--- config.mk ---
export PLATFORM = sky130hd
export DESIGN_NAME = matvec_q
export DESIGN_NICKNAME = d
export VERILOG_FILES = /design/src/rtl/matvec_q.sv
export SDC_FILE = /design/constraint.sdc
export NUM_CORES = 2
export LEC_CHECK = 0
export CORE_MARGIN = 2
export CORE_UTILIZATION = 50
export CTS_CLUSTER_SIZE = 20
export DETAILED_ROUTE_END_ITERATION = 10
export PLACE_DENSITY = 0.67
export SYNTH_ARGS = -nofsm -noshare
export SYNTH_HDL_FRONTEND = slang
export SYNTH_SLANG_ARGS = --single-unit
export TNS_END_PERCENT = 1
--- constraint.sdc ---
create_clock -name clk -period 9.5 [get_ports clk]
set_input_delay 1.425 -clock clk [delete_from_list [all_inputs] [get_ports clk]]
set_output_delay 1.425 -clock clk [all_outputs]
set_load 0.05 [all_outputs]
--- src/rtl/matvec_q.sv ---
// Fixed-point vector x matrix engine: streams operands from 1-cycle-latency RAMs,
// accumulates full-precision products per column, and rescales/saturates/ReLUs at readout.
module matvec_q #(
   parameter int DATA_W    = 16,
   parameter int FRAC_BITS = 8,
   parameter int IN_BITS   = 2,
   parameter int OUT_BITS  = 4,
   parameter int ACC_W     = 40
) (
   input  logic                clk,
   input  logic                rst,
   input  logic                start,
   input  logic                acc_en,
   input  logic                relu_en,
   output logic [IN_BITS-1:0]  vec_addr,
   output logic [IN_BITS-1:0]  row_addr,
   output logic [OUT_BITS-1:0] col_addr,
   output logic                rd_en,
   input  logic [DATA_W-1:0]   vec_data,
   input  logic [DATA_W-1:0]   mat_data,
   output logic                busy,
   output logic                done,
   input  logic [OUT_BITS-1:0] rd_sel,
   output logic [DATA_W-1:0]   data_out,
   output logic                data_sat
);

   localparam int CNT_W = IN_BITS + OUT_BITS;
   localparam int M     = 1 << OUT_BITS;
   localparam int PW    = 2 * DATA_W;

   localparam logic signed [ACC_W-1:0] SAT_HI = {{(ACC_W-DATA_W+1){1'b0}}, {(DATA_W-1){1'b1}}};
   localparam logic signed [ACC_W-1:0] SAT_LO = {{(ACC_W-DATA_W+1){1'b1}}, {(DATA_W-1){1'b0}}};

   typedef enum logic [2:0] {IDLE, CLEAR, RUN, DRAIN, DONE} state_t;

   state_t                    state_q, state_d;
   logic [CNT_W-1:0]          cnt_q, cnt_d;
   logic                      rd_en_q, rd_en_d;
   logic                      relu_q, relu_d;
   logic                      valid_q;
   logic [OUT_BITS-1:0]       jd_q;
   logic signed [ACC_W-1:0]   acc_q [M];
   logic signed [PW-1:0]      prod;
   logic signed [ACC_W-1:0]   prodExt;
   logic signed [ACC_W-1:0]   shifted;

   always_comb begin
      state_d = state_q;
      cnt_d   = cnt_q;
      relu_d  = relu_q;
      case (state_q)
         IDLE: begin
            if (start) begin
               relu_d  = relu_en;
               state_d = acc_en ? RUN : CLEAR;
            end
         end
         CLEAR: state_d = RUN;
         RUN: begin
            // The read counter wraps back to 0 after the last read, so addresses rest at 0.
            cnt_d = cnt_q + 1'b1;
            if (cnt_q == '1) state_d = DRAIN;
         end
         DRAIN:   state_d = DONE;
         DONE:    state_d = IDLE;
         default: state_d = IDLE;
      endcase
      rd_en_d = (state_d == RUN);
   end

   assign prod    = PW'($signed(vec_data)) * PW'($signed(mat_data));
   assign prodExt = {{(ACC_W-PW){prod[PW-1]}}, prod};

   always_ff @(posedge clk) begin
      if (rst) begin
         state_q <= IDLE;
         cnt_q   <= '0;
         rd_en_q <= 1'b0;
         relu_q  <= 1'b0;
         valid_q <= 1'b0;
         jd_q    <= '0;
         for (int j = 0; j < M; j++) acc_q[j] <= '0;
      end else begin
         state_q <= state_d;
         cnt_q   <= cnt_d;
         rd_en_q <= rd_en_d;
         relu_q  <= relu_d;
         // Column index travels with the read so it lines up with the returning data.
         valid_q <= rd_en_q;
         jd_q    <= cnt_q[OUT_BITS-1:0];
         if (state_q == CLEAR) begin
            for (int j = 0; j < M; j++) acc_q[j] <= '0;
         end else if (valid_q) begin
            acc_q[jd_q] <= acc_q[jd_q] + prodExt;
         end
      end
   end

   assign vec_addr = cnt_q[CNT_W-1:OUT_BITS];
   assign row_addr = cnt_q[CNT_W-1:OUT_BITS];
   assign col_addr = cnt_q[OUT_BITS-1:0];
   assign rd_en    = rd_en_q;
   assign busy     = (state_q == CLEAR) || (state_q == RUN) || (state_q == DRAIN);
   assign done     = (state_q == DONE);

   always_comb begin
      shifted  = acc_q[rd_sel] >>> FRAC_BITS;
      data_out = shifted[DATA_W-1:0];
      data_sat = 1'b0;
      if (shifted > SAT_HI) begin
         data_out = SAT_HI[DATA_W-1:0];
         data_sat = 1'b1;
      end else if (shifted < SAT_LO) begin
         data_out = SAT_LO[DATA_W-1:0];
         data_sat = 1'b1;
      end
      if (relu_q && shifted[ACC_W-1]) begin
         data_out = '0;
         data_sat = 1'b0;
      end
   end

endmodule
==> summary.txt <==
CTS
  – Clk slew on worst S/H paths: 0.06 ns
  – TritonCTS Buffers: 66
  – Clk_lat worst skew: 0.61 ns
  – CTS Root Cell: clkbuf_16
  – CTS tree: built
  – H-tree levels: 3
  – Post-CTS setup buffers: 0
  – Clock Sinks: 656
  – Clock buffer depth: 3
  – Post-CTS sizing: 0
  – Hold-fix buffers, CTS: 0

Timing
  – Tmin final: 8.36 ns
  – Setup Viol. Count Final: 0
  – Total negative slack: 0 ns
  – RSZ-0062 raised after global routing: false
  – Fmax: 120 MHz
  – Worst slew margin: 13.7%
  – Hold Violations, Final: 0
  – Worst slew pin tran: 1.29 ns
  – Max Clock Skew: 0.0293 ns
  – Final max-slew violation count: 0
  – Crit share post-route: 88.0%

Final layout
  – Ratio of cells with drive above 1 in the final layout: 17.8%
  – Commonest cells after routing, fill and taps aside: nor2_1 (665), edfxtp_1 (640), inv_1 (422)
  – Register area: 19,600 um^2
  – Post-Layout Cell Count: 4,546
  – Fill cells: 7,045
  – Layout Nets: 3,831
  – Commonest non-fill, non-tap cell in the layout: nor2_1
  – Area occupied by multi-input gates: 21,900 um^2
  – Antenna diodes: 0
  – Area delta synth->final: 9.90%

Logic synthesis
  – Post-Syn Area: 43,900 um^2
  – Cells after synthesis: 3,337
  – Post-synth EDFFs: 640
  – Yosys warnings: 0
  – Ys async rst share: 0%
  – Post-synthesis sequential area ratio: 44.5%
  – Synth Area per Inst: 13.1 um^2
  – Syn_nets: 3,824
  – Ys flop type: edfxtp_1
  – Yosys reg bits: 656
  – Synth cell types: 55

Floorplanning
  – Ports: 69
  – Core area: 86,900 um^2
  – Std cell rows: 108
  – Die height: 300 um
  – Die area: 90,100 um^2
  – Die X: 300 um
  – Starting density of the core: 50.5%

Hold path
  – Worst min-delay path category: flop to flop

Route
  – Vias: 27,700
  – Vias per cell: 6.10
  – Post-route DRC: 0
  – DRT iter0 DRCs: 3,356
  – Final ANT Viol Nets: 0
  – Wire length per cell: 27.3 um
  – DRT Wirelength: 124,000 um
  – Pre-Repair DR Iteration Count: 5

Global routing
  – Total track usage: 28.4%
  – Initial antenna violation count: 0
  – Vias in the first global route: 29,000
  – Gr ovfl total: 0
  – Largest net degree at the start of global routing: 68
  – First-pass GRT wire length: 186,000 um

Placement
  – DP Wirelength: 76,300 um
  – GPL Wtd Cong: 0.900
  – Placed cells: 4,431
  – Port Buf Inserts: 68

Run status
  – Outcome: finished clean

Worst setup path
  – Worst EP required: 9.83 ns
  – Critical path class: input pin to flop
  – Capturing element type of the critical path: flop
  – CP startpoint kind: input pin
  – CP Max Fanout: 16
  – Worst EP arrival: 8.69 ns

Job
  – Maxcap violations: 0
[metal layers]
metal	track usage [%]	vias to the layer above	routed length (um)
li1	-	11600	-
met1	39.1	14200	46300
met2	45.6	1676	59000
met3	6.08	285	14700
met4	8.70	0	4010
met5	0	-	0
[cells by family after synthesis]
kind of cell,share of synthesized area (%)
and+or+nand+nor,10.1
xor gates and xnor gates,0.950
adders and majority gates,18.4
muxes,18.5
AOI/OAI and AO/OA,1.76
buffers and inverters,5.77
DFF,44.5
[cells in the mapped netlist, types with 17 or more instances]
cell type	count	area (um^2)
a21oi_1	39	195
and2_1	116	726
buf_1	22	82.6
buf_2	27	135
clkbuf_1	173	649
edfxtp_1	640	19200
fa_1	330	6610
ha_1	116	1450
inv_1	422	1580
mux4_2	360	8110
nand2_1	187	702
nor2_1	666	2500
nor3_1	24	120
o21ai_0	17	85.1
xnor2_1	25	219
xor2_1	17	149
[final cells by class]
| cell class | count | area share [%] |
|---|---|---|
| Clock buffer | 82 | 3.73 |
| Clock inverter | 33 | 0.823 |
| Inverter | 422 | 3.29 |
| Multi-Input combinational cell | 2028 | 45.4 |
| Sequential cell | 656 | 40.6 |
| Tap cell | 1155 | 3.00 |
| Timing Repair Buffer | 170 | 3.17 |
[final timing paths]
kind | from | end | slack, ns | cells after the start
setup / recovery | mat_data[1] | acc_q[5][38] | 1.14 | 24
hold / removal | rd_en | valid_q | 0.49 | 1
setup reg to reg | jd_q[0] | acc_q[5][38] | 1.25 | 22
hold reg to reg | rd_en | valid_q | 0.49 | 1
[critical path, stage by stage]
cell,delay [ns]
clkdlybuf4s50_1,0.61
nand2_1,0.26
inv_1,0.09
fa_1,0.76
fa_1,0.45
inv_1,0.32
fa_1,0.61
fa_1,0.56
inv_1,0.06
fa_1,0.47
inv_1,0.05
fa_1,0.48
inv_1,0.04
ha_1,0.37
and4_1,0.24
and2_1,0.16
a31oi_1,0.18
o2111ai_1,0.13
or2_2,0.34
a41oi_1,0.42
a21oi_1,0.19
xnor2_2,0.16
buf_4,0.24
nor2_1,0.06
[stage by stage]
step | setup WS (ns) | hold slack, ns | cell area, um^2 | util, %
global placement | 0.597 | 0.477 | 46000 | 53.0
detailed placement | 0.570 | 0.479 | 46000 | 53.0
global route | 0.682 | 0.503 | 48200 | 55.5
finish | 1.14 | 0.487 | 48200 | 55.5
CTS | 1.20 | 0.489 | 48200 | 55.5
floorplan | 1.74 | 0.454 | 43900 | -
[flip-flops by register name, summed over array words and instances, names as in the netlist]
register / cells
jd_q: 4
acc_q: 640
cnt_q: 6
state_q: 3
valid_q: 1
rd_en: 1
relu_q: 1
Power is left out: the tool's default activity adds up to more than one toggle a clock period on the data nets, which glitch-free logic cannot reach.
